$ cat src/rtl/ssm_output_fp16.sv
// SSM output stage: y[b][h][p] = D[h]*x[b][h][p] + sum_n h[b][h][p][n]*C[b][n], FP16,
// using one pipelined multiplier and one pipelined adder with a fixed serial sum order.

package ssm_output_fp16_pkg;
  // Round-to-nearest-even packing; subnormal results flush to signed zero.
  function automatic logic [15:0] fp16_pack(input logic s, input logic signed [7:0] e,
                                            input logic [10:0] m, input logic g, input logic st);
    logic [11:0]        mr;
    logic signed [7:0]  ex;
    mr = {1'b0, m} + {11'b0, g & (st | m[0])};
    ex = e;
    if (mr[11]) begin
      mr = mr >> 1;
      ex = ex + 8'sd1;
    end
    if (ex >= 8'sd31) return {s, 15'h7C00};
    if (ex <= 8'sd0)  return {s, 15'h0000};
    return {s, ex[4:0], mr[9:0]};
  endfunction

  function automatic logic fp16_nan(input logic [15:0] a);
    return (a[14:10] == 5'h1F) && (a[9:0] != '0);
  endfunction

  function automatic logic [15:0] fp16_mul(input logic [15:0] a, input logic [15:0] b);
    logic              s;
    logic [21:0]       prod;
    logic signed [7:0] e;
    s = a[15] ^ b[15];
    if (fp16_nan(a) || fp16_nan(b)) return 16'h7E00;
    if (a[14:10] == 5'h1F || b[14:10] == 5'h1F)
      return (a[14:10] == '0 || b[14:10] == '0) ? 16'h7E00 : {s, 15'h7C00};
    if (a[14:10] == '0 || b[14:10] == '0) return {s, 15'h0000};
    prod = 22'({1'b1, a[9:0]}) * 22'({1'b1, b[9:0]});
    e = $signed({3'b0, a[14:10]}) + $signed({3'b0, b[14:10]}) - 8'sd15;
    if (prod[21]) return fp16_pack(s, e + 8'sd1, prod[21:11], prod[10], |prod[9:0]);
    return fp16_pack(s, e, prod[20:10], prod[9], |prod[8:0]);
  endfunction

  function automatic logic [15:0] fp16_add(input logic [15:0] a, input logic [15:0] b);
    logic [15:0]       x, y;
    logic [4:0]        d;
    logic [24:0]       mx, my, sum, n;
    logic signed [7:0] lead, e;
    if (fp16_nan(a) || fp16_nan(b)) return 16'h7E00;
    if (a[14:10] == 5'h1F && b[14:10] == 5'h1F) return (a[15] != b[15]) ? 16'h7E00 : a;
    if (a[14:10] == 5'h1F) return a;
    if (b[14:10] == 5'h1F) return b;
    if (a[14:10] == '0 && b[14:10] == '0) return {a[15] & b[15], 15'h0000};
    if (a[14:10] == '0) return b;
    if (b[14:10] == '0) return a;
    if (a[14:0] >= b[14:0]) begin x = a; y = b; end
    else begin x = b; y = a; end
    d  = x[14:10] - y[14:10];
    mx = {2'b01, x[9:0], 13'b0};
    // 13 spare bits keep alignment exact up to d=13; beyond that y is pure sticky.
    my = (d > 5'd13) ? 25'd1 : ({2'b01, y[9:0], 13'b0} >> d);
    sum = (x[15] == y[15]) ? mx + my : mx - my;
    if (sum == '0) return 16'h0000;
    lead = '0;
    for (int unsigned i = 0; i < 25; i++) if (sum[i]) lead = 8'(i);
    n = sum << (5'd24 - lead[4:0]);
    e = $signed({3'b0, x[14:10]}) + lead - 8'sd23;
    return fp16_pack(x[15], e, n[24:14], n[13], |n[12:0]);
  endfunction
endpackage

module fp16_mult_wrapper #(parameter int LAT = 6) (
  input  logic        clk,
  input  logic        rst_n,
  input  logic        i_valid,
  input  logic [15:0] i_a,
  input  logic [15:0] i_b,
  output logic        o_valid,
  output logic [15:0] o_res
);
  logic [LAT-1:0] r_vld;
  logic [15:0]    r_res [LAT];
  always_ff @(posedge clk or negedge rst_n) begin
    if (!rst_n) begin
      r_vld <= '0;
      for (int unsigned i = 0; i < LAT; i++) r_res[i] <= '0;
    end else begin
      r_vld[0] <= i_valid;
      r_res[0] <= ssm_output_fp16_pkg::fp16_mul(i_a, i_b);
      for (int unsigned i = 1; i < LAT; i++) begin
        r_vld[i] <= r_vld[i-1];
        r_res[i] <= r_res[i-1];
      end
    end
  end
  assign o_valid = r_vld[LAT-1];
  assign o_res   = r_res[LAT-1];
endmodule

module fp16_add_wrapper #(parameter int LAT = 11) (
  input  logic        clk,
  input  logic        rst_n,
  input  logic        i_valid,
  input  logic [15:0] i_a,
  input  logic [15:0] i_b,
  output logic        o_valid,
  output logic [15:0] o_res
);
  logic [LAT-1:0] r_vld;
  logic [15:0]    r_res [LAT];
  always_ff @(posedge clk or negedge rst_n) begin
    if (!rst_n) begin
      r_vld <= '0;
      for (int unsigned i = 0; i < LAT; i++) r_res[i] <= '0;
    end else begin
      r_vld[0] <= i_valid;
      r_res[0] <= ssm_output_fp16_pkg::fp16_add(i_a, i_b);
      for (int unsigned i = 1; i < LAT; i++) begin
        r_vld[i] <= r_vld[i-1];
        r_res[i] <= r_res[i-1];
      end
    end
  end
  assign o_valid = r_vld[LAT-1];
  assign o_res   = r_res[LAT-1];
endmodule

module ssm_output_fp16 #(
  parameter int B = 1, parameter int H = 4, parameter int P = 4, parameter int N = 4,
  parameter int DW = 16, parameter int M_LAT = 6, parameter int A_LAT = 11
) (
  input  logic                  clk,
  input  logic                  rst_n,
  input  logic                  start,
  input  logic [B*H*P*N*DW-1:0] h_flat,
  input  logic [B*N*DW-1:0]     C_flat,
  input  logic [H*DW-1:0]       D_flat,
  input  logic [B*H*P*DW-1:0]   x_flat,
  output logic [B*H*P*DW-1:0]   y_flat,
  output logic                  busy,
  output logic                  done
);
  localparam int KW = $clog2(N + 2);
  localparam int BW = $clog2(B + 1);
  localparam int HW = $clog2(H + 1);
  localparam int PW = $clog2(P + 1);

  typedef enum logic [2:0] {IDLE, MUL, ACC, WB, DONE} state_t;
  state_t r_state, w_state_nxt;

  logic [BW-1:0]       r_b;
  logic [HW-1:0]       r_h;
  logic [PW-1:0]       r_p;
  logic [KW-1:0]       r_k, r_mcnt, r_acnt;
  logic [DW-1:0]       r_buf [N+1];
  logic [DW-1:0]       r_acc, r_add_a, r_add_b;
  logic                r_add_vld;
  logic [B*H*P*DW-1:0] r_y;
  logic [31:0]         w_e, w_n;
  logic                w_mul_vld, w_mul_ov, w_add_ov, w_last, w_run;
  logic [DW-1:0]       w_mul_a, w_mul_b, w_mul_res, w_add_res;

  fp16_mult_wrapper #(.LAT(M_LAT)) u_mul (
    .clk(clk), .rst_n(rst_n), .i_valid(w_mul_vld), .i_a(w_mul_a), .i_b(w_mul_b),
    .o_valid(w_mul_ov), .o_res(w_mul_res));
  fp16_add_wrapper #(.LAT(A_LAT)) u_add (
    .clk(clk), .rst_n(rst_n), .i_valid(r_add_vld), .i_a(r_add_a), .i_b(r_add_b),
    .o_valid(w_add_ov), .o_res(w_add_res));

  assign w_last = (r_b == BW'(B-1)) && (r_h == HW'(H-1)) && (r_p == PW'(P-1));
  assign w_run  = (r_state == MUL) || (r_state == ACC);

  always_comb begin
    w_state_nxt = r_state;
    w_mul_vld   = 1'b0;
    w_e         = 32'((int'(r_b) * H + int'(r_h)) * P + int'(r_p));
    w_n         = 32'(int'(r_k) - 1);
    w_mul_a     = D_flat[int'(r_h)*DW +: DW];
    w_mul_b     = x_flat[w_e*DW +: DW];
    if (r_k != '0) begin
      w_mul_a = h_flat[(w_e*N + w_n)*DW +: DW];
      w_mul_b = C_flat[(int'(r_b)*N + w_n)*DW +: DW];
    end
    case (r_state)
      IDLE: if (start) w_state_nxt = MUL;
      MUL: begin
        w_mul_vld = 1'b1;
        if (r_k == KW'(N)) w_state_nxt = ACC;
      end
      ACC:  if (w_add_ov && r_acnt == KW'(N-1)) w_state_nxt = WB;
      WB:   w_state_nxt = w_last ? DONE : MUL;
      DONE: w_state_nxt = IDLE;
      default: w_state_nxt = IDLE;
    endcase
  end

  always_ff @(posedge clk or negedge rst_n) begin
    if (!rst_n) begin
      r_state   <= IDLE;
      {r_b, r_h, r_p, r_k, r_mcnt, r_acnt} <= '0;
      for (int unsigned i = 0; i <= N; i++) r_buf[i] <= '0;
      {r_acc, r_add_a, r_add_b} <= '0;
      r_add_vld <= 1'b0;
      r_y       <= '0;
    end else begin
      r_state   <= w_state_nxt;
      r_add_vld <= 1'b0;
      if (r_state == IDLE && start) begin
        {r_b, r_h, r_p, r_k, r_mcnt, r_acnt} <= '0;
      end
      if (r_state == MUL && r_k != KW'(N)) r_k <= r_k + 1'b1;
      if (r_state == WB) begin
        r_y[w_e*DW +: DW] <= r_acc;
        {r_k, r_mcnt, r_acnt} <= '0;
        if (r_p == PW'(P-1)) begin
          r_p <= '0;
          if (r_h == HW'(H-1)) begin
            r_h <= '0;
            r_b <= r_b + 1'b1;
          end else r_h <= r_h + 1'b1;
        end else r_p <= r_p + 1'b1;
      end
      // The first add takes prod1 straight off the multiplier so it issues the cycle after capture.
      if (w_run && w_mul_ov) begin
        r_buf[r_mcnt] <= w_mul_res;
        r_mcnt        <= r_mcnt + 1'b1;
        if (r_mcnt == KW'(1)) begin
          r_add_a   <= r_buf[0];
          r_add_b   <= w_mul_res;
          r_add_vld <= 1'b1;
        end
      end
      if (w_run && w_add_ov) begin
        r_acc  <= w_add_res;
        r_acnt <= r_acnt + 1'b1;
        if (r_acnt + KW'(2) <= KW'(N)) begin
          r_add_a   <= w_add_res;
          r_add_b   <= r_buf[r_acnt + KW'(2)];
          r_add_vld <= 1'b1;
        end
      end
    end
  end

  assign y_flat = r_y;
  assign busy   = w_run || (r_state == WB);
  assign done   = (r_state == DONE);
endmodule

$ cat config.mk
export PLATFORM = sky130hd
export DESIGN_NAME = ssm_output_fp16
export DESIGN_NICKNAME = d
export VERILOG_FILES = /design/src/rtl/ssm_output_fp16.sv
export SDC_FILE = /design/constraint.sdc
export NUM_CORES = 2
export LEC_CHECK = 0
export ABC_CLOCK_PERIOD_IN_PS = 18600
export CAP_MARGIN = 20
export CORE_AREA = 4 4 650 652
export DETAILED_ROUTE_END_ITERATION = 10
export DIE_AREA = 0 0 654 656
export GPL_TIMING_DRIVEN = 0
export SLEW_MARGIN = 30
export SYNTH_ARGS = -nofsm -noshare
export SYNTH_HDL_FRONTEND = slang
export SYNTH_SLANG_ARGS = --single-unit
$ cat constraint.sdc
create_clock -name clk -period 18.6 [get_ports clk]
set_input_delay 1.86 -clock clk [delete_from_list [all_inputs] [get_ports clk]]
set_output_delay 1.86 -clock clk [all_outputs]
set_load 0.02 [all_outputs]
# ---- Word-level counts from Yosys, hierarchy flattened
# Cells that the tools add are included.
dict set report totals {
  out_inout_bits 258
  ff_bits 693
}
dict set report op_classes {
  n_addsub 27
  eq_ne 19
  mul 1
  n_mux 245
  bitwise 11
  n_reduce_logical 39
  magnitude_cmp 12
  shift 8
}
# operator n
set ops {}
lappend ops {{2-to-1 mux 16 bit} 72}
lappend ops {{indexed part select 1024 x 33 -> 16 bit} 1}
lappend ops {{bitwise mux 256 bit} 1}
lappend ops {{variable shift 16 x 34 -> 256 bit, first input constant} 1}
lappend ops {{indexed part select 16 x 34 -> 256 bit} 1}
lappend ops {{indexed part select 256 x 12 -> 16 bit} 1}
lappend ops {{2-to-1 mux 8 bit} 27}
lappend ops {{2-to-1 mux 1 bit} 97}
lappend ops {{bitwise mux 80 bit} 1}
lappend ops {{indexed part select 64 x 33 -> 16 bit} 1}
lappend ops {{indexed part select 64 x 8 -> 16 bit} 1}
lappend ops {{2-to-1 mux 3 bit} 20}
lappend ops {{2-to-1 mux 25 bit} 2}
lappend ops {{binary-select mux 16 bit (select 3 bit)} 1}
lappend ops {{demux 16 bit (select 3 bit)} 1}
lappend ops {{2-to-1 mux 5 bit} 9}
lappend ops {{nonzero test 10 bit} 4}
lappend ops {{adder 11 x 1 -> 12 bit} 3}
lappend ops {{negator 11 -> 34 bit} 1}
lappend ops {{2-to-1 mux 4 bit} 8}
lappend ops {{2-to-1 mux 10 bit} 3}
lappend ops {{adder 24 x 25 -> 25 bit} 1}
lappend ops {{zero test 25 bit} 1}
lappend ops {{<< shifter 25 x 5 -> 25 bit} 1}
lappend ops {{other kinds (51)} 103}

# ---- Logic depth before layout (Yosys ltp)
dict set report depth {
  ltp_word 113
  mapped_depth 59
}

# ---- By module
# Synthesis repeated with hierarchy kept, for this count alone.
dict set report hier_totals {
  cells_unflattened 4378
  area_unflattened_um2 50324.5
}
# mod area_per_inst_um2 cells_each n_inst seq_area_each_um2
set modules_own_cells {}
lappend modules_own_cells {ssm_output_fp16 28982.8 2137 1 10109.7}
lappend modules_own_cells {fp16_add_wrapper 12663.4 1356 1 4679.5}
lappend modules_own_cells {fp16_mult_wrapper 8678.3 885 1 2552.4}

# ---- Worst setup path after synthesis
# OpenSTA, ideal clock, no wires.
dict set report synth_timing {
  path_type {reg-to-reg}
  startpoint {register r_k[0]}
  endpoint {register u_mul.r_res[89] (netlist name)}
  path_stages_with_launch 54
  setup_slack_ns 2.781
  setup_ns 0.090
  period_less_slack_ns 15.819
  arrival_time_ns 15.729
  cell_sequence {dfrtp_1 > clkbuf_1 > buf_1 > clkbuf_1 > clkbuf_1 > clkbuf_1 > clkbuf_1 > clkbuf_1 > clkbuf_1 > inv_1 > ha_1 > xor2_1 > ha_1 > clkbuf_1 > clkbuf_1 > buf_1 > buf_1 > mux4_2 > [... 18 more ...] > a21boi_0 > o21ai_0 > a21boi_0 > o21ai_0 > a21boi_0 > o21ai_0 > nor3b_1 > nor2_1 > nand4_1 > nor4_1 > and4_1 > clkbuf_1 > o211ai_1 > or4b_2 > a221oi_1 > o211ai_1 > a31o_2 > o221ai_1}
}
dict set report synth_between {
  elab_chain_cells 28
  word_cells_on_any_way 94
  classes_between {add/sub (9); mul (1); order compare (4); eq/ne (2); shift (2); mux (60); bitwise (4); reduce/logical (12)}
}
# item line
set synth_rtl {}
lappend synth_rtl {{from (decl)} 150} ;# logic [KW-1:0] r_k, r_mcnt, r_acnt;
lappend synth_rtl {{from (signal assigned)} 207} ;# if (r_state == MUL && r_k != KW'(N)) r_k <= r_k + 1'b1;
lappend synth_rtl {{subtractor 3 x 1 -> 4 bit} 173} ;# w_n = 32'(int'(r_k) - 1);
lappend synth_rtl {{adder 10 x 4 -> 11 bit / adder 4 x 4 -> 5 bit (equally long branches)} {177, 178}}
lappend synth_rtl {{indexed part select 1024 x 33 -> 16 bit / indexed part select 64 x 33 -> 16 bit (equally long branches)} {177, 178}}
lappend synth_rtl {{2-to-1 mux 16 bit} 176} ;# if (r_k != '0) begin
lappend synth_rtl {{multiplier 11 x 11 -> 22 bit} 34} ;# prod = 22'({1'b1, a[9:0]}) * 22'({1'b1, b[9:0]});
lappend synth_rtl {{OR reduction 10 bit} 36} ;# if (prod[21]) return fp16_pack(s, e + 8'sd1, prod[21:11], prod[10], |prod[9:0]);
lappend synth_rtl {{bitwise OR 1 bit} 10} ;# mr = {1'b0, m} + {11'b0, g & (st | m[0])};
lappend synth_rtl {{AND 1 bit} 10}
lappend synth_rtl {{[... 12 more ...]} n/a}
lappend synth_rtl {{2-to-1 mux 1 bit} 31} ;# if (a[14:10] == 5'h1F || b[14:10] == 5'h1F)
lappend synth_rtl {{2-to-1 mux 16 bit} 18} ;# return {s, ex[4:0], mr[9:0]};
lappend synth_rtl {{2-to-1 mux 16 bit} 17} ;# if (ex <= 8'sd0) return {s, 15'h0000};
lappend synth_rtl {{2-to-1 mux 16 bit} 36}
lappend synth_rtl {{2-to-1 mux 16 bit} 37} ;# return fp16_pack(s, e, prod[20:10], prod[9], |prod[8:0]);
lappend synth_rtl {{2-to-1 mux 16 bit} 34}
lappend synth_rtl {{2-to-1 mux 16 bit} 33} ;# if (a[14:10] == '0 || b[14:10] == '0) return {s, 15'h0000};
lappend synth_rtl {{2-to-1 mux 16 bit *} 31}
lappend synth_rtl {{to (signal, indexed assignment)} 88} ;# r_res[i] <= r_res[i-1];
lappend synth_rtl {{to (decl)} 78} ;# logic [15:0] r_res [LAT];
# Mark *: on every way between the ends. The rest lies on a longest branch, timed or not. The select of a mux whose other input is x is not followed.
# A chain may end at the register's enable or synchronous reset.

# ---- Worst setup path after layout
# Same ends and word-level chain as after synthesis.

==> results.ini <==
[flow_run]
cap_violations = 0

[clock_tree]
clkSlewWorstSetupHoldPaths_ns = 0.06
cts.sink_count = 693
cts_tree = built
cts_buffers = 71
root_buffer = clkbuf_16
clk-insertion-delay-late_ns = 0.66
htree_levels = 3
clock_path_buffers = 3
postCtsSetupBuffers = 0

[synth]
synth_top_area_share = 0.359
yosysTopAreaCell = dfrtp_1
synth_nets = 6027
synth-simple-area-share = 0.117
ys.flop_type = dfrtp_1
ys_top_cells_by_area = dfrtp_1 36%, mux4_2 20%, mux2_2 4.6%
ys_ff_latch = 693
avgSynthCellArea_sq_um = 11.0
yosysSeqAreaShare = 0.359
synthAdderAreaFrac = 0.0717
syn_inst = 4390
synth_cell_type_count = 115
synth_mux_area_frac = 0.273
synth_edf_count = 0
synth-compound-area-share = 0.118
synthArstFlopShare = 1.00
synth_area_sq_mm = 0.0483
synth_xor_area_frac = 0.0172
yosys_warnings = 0
synth_top_family_by_area = multiplexers

[worst_setup_path]
r2r-start = r_k[0]
worst_path_max_delay_cell = or4b_2
worst_path_most_repeated_cell = o21ai_0
crit_buf_inv = 19
cp-end-kind = register
critPathRequiredTime_ns = 19.14
cp.arrival_ns = 18.08
critical_path_class = register to register
start_kind = register
cpPeakStageDelay_ns = 0.72
path_max_fanout = 18
crit_family = buffers and inverters
crit_start = r_k[0]

[power_and_ir_drop]
total_power_w = 0.0192
powerDensity_mw_per_mm2 = 250
ir_drop_mv = 0.428
p_leak_nw = 30.1

[cells_and_area]
layout-drive-gt1-share = 0.173
nNetsFinal = 7859
area_growth_pct = 59.5
stdcell_area_sq_mm = 0.0771

[timing]
setup_tns_ns = 0
hold_viol = 0
clock.fmax_mhz = 57.0
max_slew_margin = 0.289
worstMarginPinSlew_ns = 1.06
skew_ns = 0.0450
rsz0062_at_grt = no
drv_slew = 0
setup_violations = 0
fin_crit_sh = 0.943
fin_crit_ns = 17.54

[route]
drtIter0Drc = 4592
wl_per_cell_um = 33.4
wirelength_mm = 397
firstDrtPassIters = 9
drtAntennaViolNets = 0
routed_via_density = 4.05
vias = 48100
drc = 0

[grt]
grt_pass1_wl_mm = 498
track_usage = 0.177
grt_pass1_vias = 47200
grt_max_degree = 127
antenna_found_initial = 186
grt_overflow = 0

[floorplan]
die_area_sq_mm = 0.429
die_w_um = 654
rows = 237
ios = 1669
start_util = 0.116
die_h_um = 656
core_sq_mm = 0.416

[place]
dpl.hpwl_mm = 354
gp_congestion = 0.979
portBuffers = 1668
place_area_sq_mm = 0.0744

[hold_path]
min_from = u_add.r_res[73]
worstHoldPathType = register to register

[run_status]
run_status = completed

## timing repair
| action | in CTS | in global routing |
|---|---|---|
| setup endpoints to repair | 15 | 10 |
| gates resized for setup | 6 | 9 |
| endpoints found under the hold margin | 0 | 0 |
| hold buffers | 0 | 0 |
## final timing paths
check	slack, ns	to	cells after the start
worst max-delay path	1.06	u_mul.r_res[89]	53
min in group asynchronous	1.02	y_flat[151]	1
worst min register to register	0.33	u_add.r_res[57]	0
worst max register to register	1.06	u_mul.r_res[89]	53
max in group asynchronous	15.61	u_mul.r_res[65]	4
worst min-delay path	0.33	u_add.r_res[57]	0
## metal layers
metal	track usage	wire, um	up-vias
li1	-	-	20200
met1	0.209	152000	24500
met2	0.293	185000	2754
met3	0.0535	34800	577
met4	0.0838	24300	104
met5	0	659	-
## cells in the mapped netlist, types with 38 or more instances
library cell and instances:
mux2i_1 126, dfrtp_1 693, and2_1 43, xnor2_1 61
nor2_1 232, o21ai_0 275, clkbuf_1 227, nand3_1 76
buf_1 64, mux2_2 196, nor3_1 65, nand2_1 537
inv_1 211, a21oi_1 198, a221oi_1 38, fa_1 85
ha_1 141, mux4_2 432, a31oi_1 39
## placed cells by master, fill, tap and decap left out, types with 23 or more instances in the layout
cell	netlist	routed
clkbuf_2	1	56
buf_2	17	72
ha_1	141	141
mux2_2	196	196
and3_1	37	37
nor4_1	25	23
or3_1	23	23
nor3_1	65	60
o21ai_0	275	274
clkbuf_1	227	173
and2_1	43	43
clkdlybuf4s50_1	0	1658
a211oi_1	37	37
a21o_1	23	23
a31oi_1	39	39
mux2i_1	126	126
a21oi_1	198	189
buf_12	0	28
mux4_2	432	432
nand2_1	537	537
fa_1	85	85
a221oi_1	38	38
buf_16	0	53
inv_1	211	211
xor2_1	31	29
nor2b_1	32	32
xnor2_1	61	58
nand3_1	76	76
nand2b_1	32	32
clkbuf_16	0	71
nand4_1	33	33
diode_2	0	117
nor2_1	232	227
dfrtp_1	693	693
## logic make-up after synthesis
kind of cell             count (synthesis)
adder cells (fa/ha/maj)                226
flip-flops                             693
XOR/XNOR                                93
AND/OR/NAND/NOR                       1214
multiplexers                           755
AO/OA/AOI/OAI                          874
buffers and inverters                  535
## metrics by stage
stage                     setup slack [ns]  cells  utilization  hold WS (ns)
after detailed placement             -1.82  11700        0.179         0.335
final                                 1.06  11900        0.185         0.326
after global placement              -16.00  11600        0.173         0.331
after CTS                            0.252  11800        0.184         0.332
after floorplan                       2.78   4390            -         0.331
after global routing                 0.124  11900        0.185         0.331
## state kept, by name, indices dropped and copies added (netlist names), 3 cells and up
signal	flops
r_add_b	16
y_flat	256
u_add.o_res	16
u_mul.r_res	80
r_add_a	16
r_p	3
u_add.r_vld	11
r_buf	80
r_mcnt	3
r_acc	16
u_mul.r_vld	6
u_add.r_res	160
r_state	3
r_acnt	3
u_mul.o_res	16
r_k	3
r_h	3
## cell type report
| type | count | area [sq um] |
|---|---|---|
| Clock inverter | 37 | 478 |
| Multi-Input combinational cell | 3162 | 29100 |
| Inverter | 214 | 803 |
| Clock buffer | 92 | 1900 |
| Fill cell | 45900 | 339000 |
| Timing Repair Buffer | 1763 | 18800 |
| Antenna cell | 117 | 293 |
| Sequential cell | 693 | 17300 |
| Tap cell | 5497 | 6880 |
| Buffer | 317 | 1450 |
## power breakdown
group / internal (W) / leakage [nW] / total, W / switching, W
Sequential: 0.00182 / 9.02 / 0.00201 / 0.000185
Clock: 0.000787 / 1.14 / 0.00145 / 0.000665
Combinational: 0.00566 / 19.9 / 0.0158 / 0.0101
Power figures use the tool's default switching activity.
